--- config.mk ---
export PLATFORM = sky130hd
export DESIGN_NAME = rv32i_cpu_core
export DESIGN_NICKNAME = d
export VERILOG_FILES = /design/src/rtl/rv32i_cpu_core.sv
export SDC_FILE = /design/constraint.sdc
export NUM_CORES = 2
export LEC_CHECK = 0
export CORE_UTILIZATION = 45
export DETAILED_ROUTE_END_ITERATION = 8
export HOLD_SLACK_MARGIN = 0.03
export PLACE_DENSITY_LB_ADDON = 0.05
export SLEW_MARGIN = 20
export SYNTH_ARGS = -nofsm -noshare
export SYNTH_HDL_FRONTEND = slang
export SYNTH_SLANG_ARGS = --single-unit
--- constraint.sdc ---
create_clock -name clk -period 20.5 [get_ports clk]
set_input_delay 4.1 -clock clk [delete_from_list [all_inputs] [get_ports clk]]
set_output_delay 4.1 -clock clk [all_outputs]
set_load 0.1 [all_outputs]
--- src/rtl/rv32i_cpu_core.sv ---
// Single-cycle RV32I core with optional MUL (low 32 bits of product).
// Harvard interface: combinational instruction/data reads, data writes commit on the clock edge.
`timescale 1ns/1ps
module rv32i_cpu_core #(
    parameter logic [31:0] RESET_PC   = 32'h0000_0000,
    parameter bit          ENABLE_MUL = 1'b1
) (
    input  logic        clk,
    input  logic        rst_n,
    output logic [31:0] i_mem_addr,
    input  logic [31:0] i_mem_rdata,
    output logic [31:0] d_mem_addr,
    output logic [31:0] d_mem_wdata,
    output logic [3:0]  d_mem_wen,
    input  logic [31:0] d_mem_rdata
);

    typedef enum logic [6:0] {
        OPC_LOAD   = 7'b0000011,
        OPC_OPIMM  = 7'b0010011,
        OPC_AUIPC  = 7'b0010111,
        OPC_STORE  = 7'b0100011,
        OPC_OP     = 7'b0110011,
        OPC_LUI    = 7'b0110111,
        OPC_BRANCH = 7'b1100011,
        OPC_JALR   = 7'b1100111,
        OPC_JAL    = 7'b1101111
    } opcode_e;

    logic [31:0] pc_q, pc_d, pc_nxt, pc_plus4;
    logic [31:0] rf_q [32];

    logic [6:0]  opcode, funct7;
    logic [2:0]  funct3;
    logic [4:0]  rd, rs1, rs2, shamt;
    logic [31:0] imm_i, imm_s, imm_b, imm_u, imm_j;
    logic [31:0] rs1_val, rs2_val, op_b, ls_addr;
    logic [31:0] alu_res, mul_res, sra_res, wb_data, wdata;
    logic [7:0]  ld_byte;
    logic [15:0] ld_half;
    logic [3:0]  wen;
    logic        is_op, alu_ok, wb_en, taken;

    assign opcode = i_mem_rdata[6:0];
    assign rd     = i_mem_rdata[11:7];
    assign funct3 = i_mem_rdata[14:12];
    assign rs1    = i_mem_rdata[19:15];
    assign rs2    = i_mem_rdata[24:20];
    assign funct7 = i_mem_rdata[31:25];

    assign imm_i = {{20{i_mem_rdata[31]}}, i_mem_rdata[31:20]};
    assign imm_s = {{20{i_mem_rdata[31]}}, i_mem_rdata[31:25], i_mem_rdata[11:7]};
    assign imm_b = {{19{i_mem_rdata[31]}}, i_mem_rdata[31], i_mem_rdata[7],
                    i_mem_rdata[30:25], i_mem_rdata[11:8], 1'b0};
    assign imm_u = {i_mem_rdata[31:12], 12'b0};
    assign imm_j = {{11{i_mem_rdata[31]}}, i_mem_rdata[31], i_mem_rdata[19:12],
                    i_mem_rdata[20], i_mem_rdata[30:21], 1'b0};

    assign rs1_val = (rs1 == 5'd0) ? '0 : rf_q[rs1];
    assign rs2_val = (rs2 == 5'd0) ? '0 : rf_q[rs2];

    assign is_op   = (opcode == OPC_OP);
    assign op_b    = is_op ? rs2_val : imm_i;
    assign shamt   = op_b[4:0];
    assign mul_res = rs1_val * op_b;
    assign sra_res = $signed(rs1_val) >>> shamt;
    assign ls_addr = rs1_val + ((opcode == OPC_STORE) ? imm_s : imm_i);

    // Memory returns the aligned word; pick lanes from the low address bits.
    assign ld_byte = 8'(d_mem_rdata >> {ls_addr[1:0], 3'b000});
    assign ld_half = ls_addr[1] ? d_mem_rdata[31:16] : d_mem_rdata[15:0];

    always_comb begin
        alu_res = '0;
        alu_ok  = 1'b1;
        case (funct3)
            3'b000: begin
                if (!is_op || funct7 == 7'b0000000)         alu_res = rs1_val + op_b;
                else if (funct7 == 7'b0100000)              alu_res = rs1_val - op_b;
                else if (ENABLE_MUL && funct7 == 7'b0000001) alu_res = mul_res;
                else                                        alu_ok  = 1'b0;
            end
            3'b001: begin
                alu_res = rs1_val << shamt;
                alu_ok  = (funct7 == 7'b0000000);
            end
            3'b010: begin
                alu_res = {31'b0, $signed(rs1_val) < $signed(op_b)};
                alu_ok  = !is_op || funct7 == 7'b0000000;
            end
            3'b011: begin
                alu_res = {31'b0, rs1_val < op_b};
                alu_ok  = !is_op || funct7 == 7'b0000000;
            end
            3'b100: begin
                alu_res = rs1_val ^ op_b;
                alu_ok  = !is_op || funct7 == 7'b0000000;
            end
            3'b101: begin
                alu_res = funct7[5] ? sra_res : rs1_val >> shamt;
                alu_ok  = (funct7 == 7'b0000000) || (funct7 == 7'b0100000);
            end
            3'b110: begin
                alu_res = rs1_val | op_b;
                alu_ok  = !is_op || funct7 == 7'b0000000;
            end
            default: begin
                alu_res = rs1_val & op_b;
                alu_ok  = !is_op || funct7 == 7'b0000000;
            end
        endcase
    end

    always_comb begin
        pc_plus4 = pc_q + 32'd4;
        pc_nxt   = pc_plus4;
        wb_en    = 1'b0;
        wb_data  = alu_res;
        wdata    = rs2_val;
        wen      = '0;
        taken    = 1'b0;
        case (opcode)
            OPC_LUI: begin
                wb_en   = 1'b1;
                wb_data = imm_u;
            end
            OPC_AUIPC: begin
                wb_en   = 1'b1;
                wb_data = pc_q + imm_u;
            end
            OPC_JAL: begin
                wb_en   = 1'b1;
                wb_data = pc_plus4;
                pc_nxt  = pc_q + imm_j;
            end
            OPC_JALR: begin
                if (funct3 == 3'b000) begin
                    wb_en   = 1'b1;
                    wb_data = pc_plus4;
                    pc_nxt  = ls_addr & ~32'd1;
                end
            end
            OPC_BRANCH: begin
                case (funct3)
                    3'b000:  taken = (rs1_val == rs2_val);
                    3'b001:  taken = (rs1_val != rs2_val);
                    3'b100:  taken = ($signed(rs1_val) < $signed(rs2_val));
                    3'b101:  taken = !($signed(rs1_val) < $signed(rs2_val));
                    3'b110:  taken = (rs1_val < rs2_val);
                    3'b111:  taken = !(rs1_val < rs2_val);
                    default: taken = 1'b0;
                endcase
                if (taken) pc_nxt = pc_q + imm_b;
            end
            OPC_LOAD: begin
                wb_en = 1'b1;
                case (funct3)
                    3'b000:  wb_data = {{24{ld_byte[7]}}, ld_byte};
                    3'b001:  wb_data = {{16{ld_half[15]}}, ld_half};
                    3'b010:  wb_data = d_mem_rdata;
                    3'b100:  wb_data = {24'b0, ld_byte};
                    3'b101:  wb_data = {16'b0, ld_half};
                    default: wb_en   = 1'b0;
                endcase
            end
            OPC_STORE: begin
                case (funct3)
                    3'b000: begin
                        wdata = {4{rs2_val[7:0]}};
                        wen   = 4'b0001 << ls_addr[1:0];
                    end
                    3'b001: begin
                        wdata = {2{rs2_val[15:0]}};
                        wen   = ls_addr[1] ? 4'b1100 : 4'b0011;
                    end
                    3'b010:  wen = 4'b1111;
                    default: wen = '0;
                endcase
            end
            OPC_OPIMM, OPC_OP: wb_en = alu_ok;
            default: ;
        endcase
        pc_d = {pc_nxt[31:2], 2'b00};
    end

    always_ff @(posedge clk or negedge rst_n) begin
        if (!rst_n) begin
            pc_q <= RESET_PC;
            for (int unsigned i = 0; i < 32; i++) rf_q[i] <= '0;
        end else begin
            pc_q <= pc_d;
            if (wb_en && rd != 5'd0) rf_q[rd] <= wb_data;
        end
    end

    assign i_mem_addr  = pc_q;
    assign d_mem_addr  = (opcode == OPC_OP || opcode == OPC_OPIMM) ? alu_res : ls_addr;
    assign d_mem_wdata = wdata;
    assign d_mem_wen   = rst_n ? wen : '0;

endmodule

==> metrics.yaml <==
power_and_ir_drop:
  power_frac_comb_pct: 58.2
  p_seq_share_pct: 21.4
  p_per_area_mw_per_mm2: 112
  switching_share_pct: 48.0
  internal_power_mw: 5.70
  ir_worst_vdd_mv: 0.331
  p_clk_share_pct: 20.3
  p_leak_nw: 43.5
  switchingPower_mw: 5.26
sta:
  hold_ws_ns: 0.392
  fin_crit_sh_pct: 97.5
  hold_viol: 0
  report.final.setup_viol: 0
  worst_slack_ns: 0.503
  tightestPinTransition_ns: 1.27
  tns_ns: 0
  slew_headroom_pct: 15.1
  final-max-slew-violation-count: 0
  fin_skew_ns: 0.110
  rsz0062_at_grt: "false"
  max_freq_mhz: 50.0
  final.min_clock_period_ns: 20.00
worst_setup_path:
  cp_top_family: "adder cells"
  cp_num_buf_inv: 8
  reg2regPathDepth: 33
  regToRegStartpoint: "rf_q[4]$_DFFE_PN0P_"
  worstPathRequired_ns: 16.40
  cp_common_cell: "fa_1"
  r2r_slack_ns: 8.85
  r2r_end: "rf_q[63]$_DFFE_PN0P_"
  cp-start-kind: "input port"
  slowest_delay_ns: 0.94
  worstSetupPathType: "input port to output pin"
  endpoint_kind: "output pin"
  crit_fanout: 41
  cp_slowest_cell: "or3b_2"
  arrival_ns: 15.90
yosys:
  synthTopCellsByArea: "dfrtp_1 30%, mux4_2 9.8%, fa_1 9.3%"
  yosysMostFrequentCell: "nand2_1"
  synth.cell_area_mm2: 0.0888
  synthFlopType: "dfrtp_1"
  synth_top_area_share_pct: 29.7
  synth_warnings: 0
  ys_types: 111
  ys_seq_elements: 1054
  synthCells: 9584
  ys_seq_area_share_pct: 29.7
  synth_commonest_cells: "1214 x nand2_1, 1054 x dfrtp_1, 1017 x nor2_1"
  syn_avg_cell_area_um2: 9.27
  synth-edff-count: 0
  yosys.area.top_type: "dfrtp_1"
  synthArstFlopShare_pct: 100
grt:
  grt_max_degree: 170
  track_usage_pct: 42.4
  grt_pass1_wl_mm: 598
  grt_pass1_vias: 77603
  grt_overflow_total: 0
  grt_antenna_before_repair: 20
hold_path:
  hold_start: "rf_q[997]$_DFFE_PN0P_"
  min_to: "rf_q[997]$_DFFE_PN0P_"
  hold_depth: 0
  hp-class: "flip-flop to flip-flop"
place:
  dpl.hpwl_mm: 308
  place_congestion: 1.05
  place_ws_ns: 0.599
  io_buffers: 163
  place_area_mm2: 0.0940
  placed_cells: 11972
outcome:
  outcome: "finished, final reports clean"
clock_tree:
  path_clk_slew_ns: 0.06
  cts_setup_buffers: 0
  htree_levels: 3
  cts_hold_buf: 0
  cts_sinks: 1054
  numCtsBuffers: 119
  clk_latency_ns: 0.83
  cts_tree: "yes"
  cts_resized: 0
  cts_buffer_depth: 3
  root_buffer: "clkbuf_16"
finish:
  final_design_area_no_fill_mm2: 0.0981
  fin_nets: 10286
  regArea_mm2: 0.0264
  layoutNonFillerInstCount: 12198
  multi_input_comb_area_mm2: 0.0569
  num-fill-cells: 18497
  syn_to_final_growth_pct: 10.4
  drive_above_1_share_pct: 14.8
detailed_routing:
  drc_errors: 0
  dr.pass1.iters: 6
  ant_nets: 0
  drt-initial-drc-count: 9090
  vias_per_cell: 6.54
  drt_wl_total_mm: 424
  wl_per_cell_um: 34.7
  num_vias: 79749
die:
  die_w_um: 446
  initial_core_util_pct: 45.5
  die_h_um: 446
  die_area_mm2: 0.199
  io_pins: 166
  core_area_mm2: 0.195
  rows: 162
run:
  drv_cap: 0
## kinds of logic after synthesis
kind of cell	after synthesis	synth area share, %
and+or+nand+nor	2676	12.4
AOI/OAI and AO/OA	2617	18.5
buffers and inverters	1398	6.99
DFF	1054	29.7
muxes	902	16.4
adders and majority gates	750	14.1
xor gates and xnor gates	186	1.94
other	1	0.00422
## stage by stage
step / power (mW) / util (%)
2_1_floorplan: 5.99 / -
3_3_place_gp: 8.57 / 48.1
3_5_place_dp: 8.58 / 48.1
4_1_cts: 10.8 / 50.2
5_1_grt: 11.4 / 50.2
6_report: 11.0 / 50.2
## how the worst max path moves through the flow
| stage | start | to | slack (ns) | depth (start not counted) |
|---|---|---|---|---|
| detailed placement | i_mem_rdata[16] | d_mem_addr[28] | 0.60 | 36 |
| finish | i_mem_rdata[16] | d_mem_addr[28] | 0.50 | 36 |
| floorplan | i_mem_rdata[20] | d_mem_addr[25] | 0.81 | 42 |
| global placement | i_mem_rdata[16] | d_mem_addr[28] | 0.66 | 36 |
| CTS | i_mem_rdata[16] | d_mem_addr[28] | 0.60 | 36 |
| global route | i_mem_rdata[16] | d_mem_addr[28] | 0.38 | 36 |
## metal layers
layer  vias to the layer above  wire length [µm]  global-route usage, %
li1                      33715                 -                      -
met1                     40565            169000                   56.5
met2                      4432            182000                   62.6
met3                      1027             41600                   9.35
met4                        10             30900                   26.1
met5                         -                63                      0
## area by class of cell
cell class	count	share of cell area (%)
Antenna cell	8	0.0204
Clock buffer	178	3.59
Clock inverter	39	0.575
Inverter	583	2.23
Multi-Input combinational cell	7133	58.0
Sequential cell	1054	26.9
Tap cell	2624	3.35
Timing Repair Buffer	579	5.32
## power groups by stage
stage,Combinational [mW],Clock [mW],Sequential (mW)
5_1_grt,6.67,2.33,2.36
3_5_place_dp,6.20,0,2.38
2_1_floorplan,3.51,0,2.48
4_1_cts,6.23,2.25,2.34
6_report,6.38,2.23,2.35
3_3_place_gp,6.20,0,2.37
## registers in the layout (all words and copies together), names as in the netlist
signal,flops
rf_q,1024
i_mem_addr,30
## cells in the final DEF, fill, tap and decap left out, types with 32 or more instances in the layout
master and n:
fa_1 414, o211ai_1 35, xor2_1 46, a21oi_1 714, nor2_1 988, o21ai_0 796
clkbuf_16 119, ha_1 336, o31ai_1 82, mux4_2 385, dfrtp_1 1054, a22oi_1 83
a21o_1 101, nand3_1 77, a211oi_1 86, buf_4 399, o21a_1 37, o21bai_1 47
clkbuf_8 32, xnor2_1 133, inv_1 562, a221oi_1 49, nor3_1 99, o31ai_2 32
and2_1 40, clkdlybuf4s50_1 123, nand2_2 33, o22ai_1 71, mux2_2 153, o221ai_1 80
a31oi_1 98, nand2_1 1183, nand2b_1 32, mux2i_1 333, buf_12 43
No activity file was read; power rests on OpenSTA's default activity.
